[src/rtl/demux_1to8_deser_pkg.sv]
// Shared definitions for the 1-to-8 deserialising demux:
// lane/slot widths, mode and FSM encodings, and a lane-write helper.
package demux_pkg;

  localparam int LANES  = 8;
  localparam int SLOT_W = 3;

  localparam logic MODE_SCAN = 1'b0;
  localparam logic MODE_ADDR = 1'b1;

  typedef enum logic {
    ST_EMPTY = 1'b0,
    ST_FULL  = 1'b1
  } state_e;

  function automatic logic [LANES-1:0] set_lane(
    input logic [LANES-1:0]  word,
    input logic [SLOT_W-1:0] idx,
    input logic              bit_val
  );
    logic [LANES-1:0] res;
    res      = word;
    res[idx] = bit_val;
    return res;
  endfunction

endpackage

[src/rtl/demux_1to8_deser_if.sv]
// Serial-in / parallel-out bundle of the deserialising demux.
// slave = the demux, master = the stream source plus frame consumer.
interface demux_1to8_deser_if;
  import demux_pkg::*;

  logic              din;
  logic              din_valid;
  logic              mode;
  logic [SLOT_W-1:0] sel;
  logic              frame_ready;
  logic [LANES-1:0]  lanes;
  logic              frame_valid;
  logic [SLOT_W-1:0] slot;
  logic              overrun;

  modport slave (
    input  din, din_valid, mode, sel, frame_ready,
    output lanes, frame_valid, slot, overrun
  );

  modport master (
    output din, din_valid, mode, sel, frame_ready,
    input  lanes, frame_valid, slot, overrun
  );
endinterface

[src/rtl/demux_1to8_deser_slot_counter.sv]
// Modulo-8 scan slot counter. When clear and enable coincide, the beat is
// treated as landing in slot 0, so the counter moves straight on to 1.
module slot_counter
  import demux_pkg::*;
(
  input  logic              clk,
  input  logic              rst_n,
  input  logic              en,
  input  logic              clr,
  output logic [SLOT_W-1:0] count,
  output logic              wrap
);

  // Wrap strobe: a beat is written into the last slot.
  always_comb begin
    wrap = 1'b0;
    if (en && !clr && (count == 3'd7)) begin
      wrap = 1'b1;
    end else begin
      wrap = 1'b0;
    end
  end

  // Slot register.
  always_ff @(posedge clk) begin
    if (!rst_n) begin
      count <= 3'd0;
    end else if (clr) begin
      count <= en ? 3'd1 : 3'd0;
    end else if (en) begin
      count <= count + 3'd1;
    end else begin
      count <= count;
    end
  end

endmodule

[src/rtl/demux_1to8_deser.sv]
// 1-to-8 demux/deserialiser: scan mode assembles 8-bit frames handed out over
// valid/ready; addressed mode writes single lanes chosen by sel.
module demux_1to8_deser
  import demux_pkg::*;
#(
  parameter int LANES = 8
) (
  input  logic                clk,
  input  logic                rst_n,
  demux_1to8_deser_if.slave   bus
);

  logic              mode_r;
  state_e            state_r;
  logic [LANES-1:0]  shadow_r;
  logic [LANES-1:0]  lanes_r;
  logic              overrun_r;

  logic              scan_s;
  logic              mode_chg_s;
  logic              beat_s;
  logic              accept_s;
  logic              wrap_s;
  logic [SLOT_W-1:0] cnt_s;
  logic [SLOT_W-1:0] eff_slot_s;
  logic [LANES-1:0]  shadow_next_s;

  slot_counter u_slot_counter (
    .clk   (clk),
    .rst_n (rst_n),
    .en    (beat_s),
    .clr   (mode_chg_s | ~scan_s),
    .count (cnt_s),
    .wrap  (wrap_s)
  );

  // A mode change discards the partial frame before this cycle's bit lands.
  always_comb begin
    scan_s        = (bus.mode == MODE_SCAN);
    mode_chg_s    = (bus.mode != mode_r);
    beat_s        = bus.din_valid & scan_s;
    accept_s      = (state_r == ST_FULL) & bus.frame_ready;
    eff_slot_s    = mode_chg_s ? 3'd0 : cnt_s;
    shadow_next_s = mode_chg_s ? {LANES{1'b0}} : shadow_r;
    if (beat_s) begin
      shadow_next_s = set_lane(shadow_next_s, eff_slot_s, bus.din);
    end else begin
      shadow_next_s = shadow_next_s;
    end
  end

  // Frame FSM, output register and sticky overrun flag.
  always_ff @(posedge clk) begin
    if (!rst_n) begin
      mode_r    <= MODE_SCAN;
      state_r   <= ST_EMPTY;
      shadow_r  <= {LANES{1'b0}};
      lanes_r   <= {LANES{1'b0}};
      overrun_r <= 1'b0;
    end else begin
      mode_r   <= bus.mode;
      shadow_r <= shadow_next_s;
      if (!scan_s) begin
        state_r <= ST_EMPTY;
        if (bus.din_valid) begin
          lanes_r <= set_lane(lanes_r, bus.sel, bus.din);
        end else begin
          lanes_r <= lanes_r;
        end
      end else if (wrap_s) begin
        // Completion alongside a handshake is accept-then-load.
        if ((state_r == ST_EMPTY) || accept_s) begin
          lanes_r <= shadow_next_s;
          state_r <= ST_FULL;
        end else begin
          overrun_r <= 1'b1;
        end
      end else if (accept_s) begin
        state_r <= ST_EMPTY;
      end else begin
        state_r <= state_r;
      end
    end
  end

  assign bus.lanes       = lanes_r;
  assign bus.frame_valid = (state_r == ST_FULL);
  assign bus.slot        = cnt_s;
  assign bus.overrun     = overrun_r;

endmodule

[src/flat_wrapper.sv]
// flat-port wrapper written by rule: the top's interface ports become plain ports
module demux_1to8_deser_flat import demux_pkg::*;
#(
  parameter int LANES = 8
)
  (clk, rst_n, bus_din, bus_din_valid, bus_mode, bus_sel, bus_frame_ready, bus_lanes, bus_frame_valid, bus_slot, bus_overrun);
  demux_1to8_deser_if bus_i ();
  input  logic clk;
  input  logic rst_n;
  input wire logic [$bits(bus_i.din)-1:0] bus_din;
  input wire logic [$bits(bus_i.din_valid)-1:0] bus_din_valid;
  input wire logic [$bits(bus_i.mode)-1:0] bus_mode;
  input wire logic [$bits(bus_i.sel)-1:0] bus_sel;
  input wire logic [$bits(bus_i.frame_ready)-1:0] bus_frame_ready;
  output wire logic [$bits(bus_i.lanes)-1:0] bus_lanes;
  output wire logic [$bits(bus_i.frame_valid)-1:0] bus_frame_valid;
  output wire logic [$bits(bus_i.slot)-1:0] bus_slot;
  output wire logic [$bits(bus_i.overrun)-1:0] bus_overrun;
  assign bus_i.din = bus_din;
  assign bus_i.din_valid = bus_din_valid;
  assign bus_i.mode = bus_mode;
  assign bus_i.sel = bus_sel;
  assign bus_i.frame_ready = bus_frame_ready;
  assign bus_lanes = bus_i.lanes;
  assign bus_frame_valid = bus_i.frame_valid;
  assign bus_slot = bus_i.slot;
  assign bus_overrun = bus_i.overrun;
  demux_1to8_deser #(.LANES(LANES)) u_core (.clk(clk), .rst_n(rst_n), .bus(bus_i));
endmodule
[config.mk]
export PLATFORM = sky130hd
export DESIGN_NAME = demux_1to8_deser_flat
export DESIGN_NICKNAME = d
export VERILOG_FILES = /design/src/rtl/demux_1to8_deser_pkg.sv /design/src/rtl/demux_1to8_deser_if.sv /design/src/rtl/demux_1to8_deser_slot_counter.sv /design/src/rtl/demux_1to8_deser.sv /design/src/flat_wrapper.sv
export SDC_FILE = /design/constraint.sdc
export NUM_CORES = 1
export LEC_CHECK = 0
export ABC_AREA = 1
export BUFFER_PORTS_ARGS = -buffer_cell sky130_fd_sc_hd__buf_2
export CAP_MARGIN = 0
export CORE_MARGIN = 5
export CORE_UTILIZATION = 29
export CTS_CLUSTER_DIAMETER = 200
export CTS_CLUSTER_SIZE = 20
export DETAILED_ROUTE_END_ITERATION = 12
export PLACE_DENSITY = 0.52
export SLEW_MARGIN = 20
export SYNTH_ARGS = -nofsm -noshare
export SYNTH_HDL_FRONTEND = slang
export SYNTH_SLANG_ARGS = --single-unit
[constraint.sdc]
create_clock -name clk -period 1.95 [get_ports clk]
set_clock_uncertainty 0.15 [all_clocks]
set_input_delay 0.2925 -clock clk [delete_from_list [all_inputs] [get_ports clk]]
set_output_delay 0.2925 -clock clk [all_outputs]
set_load 0.005 [all_outputs]
==> metrics.log <==
[metrics] run status: finished clean
[metrics] master of the slowest instance on the critical path: sky130_fd_sc_hd__dfxtp_1
[metrics] final weighted congestion in routability-driven placement: 0.8455
[metrics] placed instance area: 1439 um^2
[metrics] power density over the cells: about 600 nW/um^2
[metrics] final setup fails: 0
[metrics] critical path start-end classification: reg2reg
[metrics] Fin Setup TNS: 0 ns
[metrics] Min Hold Slack: approximately 0.072 ns
[metrics] Diodes inserted: 0
[metrics] leakage power figure: 0.7555 nW
[metrics] critical path peak fanout: 8
[metrics] Site Rows: 24
[metrics] x dimension of the die: 75.92 um
[metrics] minimum clock period after layout: 1.742 ns
[metrics] mapped cell area: 1260 um^2
[metrics] cell types with the largest area share after synthesis: sky130_fd_sc_hd__dfxtp_1, sky130_fd_sc_hd__nand2_1, sky130_fd_sc_hd__nand3_1, sky130_fd_sc_hd__inv_1, sky130_fd_sc_hd__nor2_1
[metrics] DRT antenna net count: 0
[metrics] placeable core region: 4294 um^2
[metrics] synth cell count leaders: sky130_fd_sc_hd__nand2_1, sky130_fd_sc_hd__nand3_1, sky130_fd_sc_hd__inv_1
[metrics] setup repair after global routing missed its margin: no
[metrics] Worst Tran Pin Value: 0.3122 ns
[metrics] first-pass GRT wire length: roughly 5000 um
[metrics] sequential-to-total area share from yosys stat: 34.96%
[metrics] vias in the first global route: 1109
[metrics] number of different library cells in the post-synthesis netlist: 19
[metrics] maximum buffer depth of the clock tree: 2
[metrics] setup bufs post-CTS: 0
[metrics] proportion of synthesized flip-flops having asynchronous set or reset: 0%
[metrics] count of vias placed by the detailed router: between 1000 and 1500
[metrics] clock tree from TritonCTS: done
[metrics] CTS Hold Buffers Added: 0
[metrics] leftover overflow at the end of global routing: 0
[metrics] largest area contributor in the netlist: sky130_fd_sc_hd__dfxtp_1
[metrics] reg-to-reg critical path startpoint: u_core.u_slot_counter.count[0]
[metrics] wire length after detailed routing: just under 3000 um
[metrics] biggest cell delay along the critical path: 0.42 ns
[metrics] Via-to-Cell Ratio: 4.454
[metrics] drt pass-1 iters: 4
[metrics] clock insertion delay at the later pin of the skew report: 0.26 ns
[metrics] post-detailed-route DRC marker count: 0
[metrics] number of pins with negative max-slew slack in the final report: 0
[metrics] Die Height: ~76 um
[metrics] fraction of synthesized cell area taken by the top area cell type: 34.96%
[metrics] crit path cell chain: ha_1 -> ha_1 -> nand4_1 -> nand2_4 -> nand3_1 -> nor2_1 -> nand2_1 -> nand2_1 -> inv_1
[metrics] # IOs: 22
[metrics] flip-flop and latch count after synthesis: 22
[metrics] required time reported for the critical path endpoint: 1.97 ns
[metrics] pin count of the biggest net entering global routing: 17
[metrics] Port Buffers: 21
[metrics] cell with the most instances after synthesis: sky130_fd_sc_hd__nand2_1
[metrics] count of nets after finishing: between 200 and 250
[metrics] total number of clock tree sinks: 22
[metrics] clock root buffer: sky130_fd_sc_hd__clkbuf_8
[metrics] total half-perimeter wirelength after legalization and detailed placement: between 2000 and 2500 um
[metrics] number of gates given a new drive strength after cts: 0
[metrics] Post-synth EDFFs: 0
[metrics] total routing resource utilization after global routing: 10.46%
[metrics] category of the worst setup path capture point: register
[metrics] post-detailed-route wirelength per cell: a little over 10 um
[metrics] die footprint: 5763 um^2
[metrics] worst setup slack after placement: between 0.1 and 0.15 ns
[metrics] highest clock rate: approximately 0.57 GHz
[metrics] clock-pin slew reported for the worst setup and hold paths after clock tree synthesis: 0.08 ns
[metrics] Period Utilization, post-route: 89.34%
[metrics] fin worst setup slack: 0.2079 ns
[metrics] worst vdd ir: 219.5 uV
[metrics] antenna violations before repair: 0
[metrics] Critical Path AT: 1.76 ns
[metrics] mean cell area of the mapped netlist: 6.116 um^2
[metrics] buffer and inverter count on the worst path: 1
[metrics] Worst setup startpoint: u_core.u_slot_counter.count[0]
[metrics] total non-filler cell area in the finished layout: roughly 1500 um^2
[metrics] initial cell density of the core: 29.34%
[metrics] Synth Net Count: 218
[metrics] clock buffer count from CTS: 3
[metrics] max-cap violations: 0
[metrics] headroom to the max-slew limit: 79.05%
[metrics] crit start category: register
[metrics] area delta synth->final: 17.48%
[metrics] critical hold path startpoint: rst_n
[metrics] initial detailed-routing violation count: 67
[metrics] Yosys Warn Count: 0
[metrics] number of hold violations in the final report: 0
[metrics] class of the tightest hold or removal check: in2reg
[metrics] kind of cell adding the most delay to the critical path: simple AND/OR/NAND/NOR gates
[metrics] Filler cells: 510
[metrics] htree depth: 1
[metrics] proportion of layout cells with a drive suffix above 1: roughly 16%
[metrics] most frequently used flop master after synthesis: sky130_fd_sc_hd__dfxtp_1
[metrics] instance count of the mapped netlist: ~200
==> routing by layer <==
metal / GRT usage (%) / vias to the layer above / wire (um)
met1: 13.19 / 536 / 1454
met4: 6.762 / 0 / 74
met3: 2.133 / 7 / 124
li1: - / 689 / -
met5: 0 / - / 0
met2: 16.01 / 24 / 1249
==> cells by family (layout without fill, tap and decap cells) <==
logic type | after synthesis | in the layout | share of synthesized area (%)
adder cells (fa/ha/maj) | 3 | 3 | 2.979
AO/OA/AOI/OAI | 14 | 14 | 5.759
buffers and inverters | 36 | 60 | 11.52
flip-flops | 22 | 22 | 34.96
AND/OR/NAND/NOR | 131 | 131 | 44.79
==> final timing paths <==
kind | to | slack [ns] | depth (start not counted)
worst min-delay path | u_core.mode_r | 0.07 | 3
worst max-delay path | u_core.bus.lanes[2] | 0.21 | 9
worst min register to register | u_core.bus.overrun | 0.33 | 2
worst max register to register | u_core.bus.lanes[2] | 0.21 | 9
==> where the power goes <==
part / internal [mW] / total (mW) / leakage, nW / switching (mW)
registers: 0.464 / 0.471 / 0.179 / 0.00715
logic: 0.0511 / 0.142 / 0.555 / 0.0908
clock network: 0.138 / 0.285 / 0.0216 / 0.147
total: 0.653 / 0.898 / 0.756 / 0.245
==> metrics by stage <==
step                utilization (%)  total power [mW]  instances
floorplan                         -            0.5770        206
global placement              33.51            0.6254        279
detailed placement            33.51            0.6248        279
CTS                           34.47            0.9170        282
global route                  34.47            0.9516        282
finish                        34.47            0.8981        282
==> cell type report <==
type	count	area (um^2)	area share [%]
clock buffer	3	41.29	2.790
tap	52	65.06	4.396
sequential	22	440.4	29.75
inverter	31	116.4	7.861
multi-input combinational	148	674.4	45.56
timing repair buffer	26	142.6	9.637
==> registers in the layout, summed over array words and instances, names as in the netlist <==
register and flops:
u_core.bus.lanes 8, u_core.mode_r 1, u_core.u_slot_counter.count 3, u_core.shadow_r 8
u_core.bus.frame_valid 1, u_core.bus.overrun 1
==> layout by cell type (no fill, tap or decap) <==
cell type,instances
sky130_fd_sc_hd__dfxtp_1,22
sky130_fd_sc_hd__o21ai_1,1
sky130_fd_sc_hd__nor2_2,1
sky130_fd_sc_hd__nand2_1,68
sky130_fd_sc_hd__nand3_1,34
sky130_fd_sc_hd__nor2_4,2
sky130_fd_sc_hd__inv_2,3
sky130_fd_sc_hd__o21ai_0,1
sky130_fd_sc_hd__nor2_1,23
sky130_fd_sc_hd__a21oi_1,11
sky130_fd_sc_hd__clkbuf_8,3
sky130_fd_sc_hd__ha_1,3
sky130_fd_sc_hd__buf_4,5
sky130_fd_sc_hd__inv_1,28
sky130_fd_sc_hd__nand2_2,1
sky130_fd_sc_hd__a211oi_1,1
sky130_fd_sc_hd__buf_2,21
sky130_fd_sc_hd__nand2_4,1
sky130_fd_sc_hd__nand4_1,1
==> tightest hold or removal path: stages <==
cell and delay (ns):
sky130_fd_sc_hd__buf_2 0.09, sky130_fd_sc_hd__nand2_1 0.04, sky130_fd_sc_hd__inv_1 0.04
No activity file was read; power rests on OpenSTA's default activity.
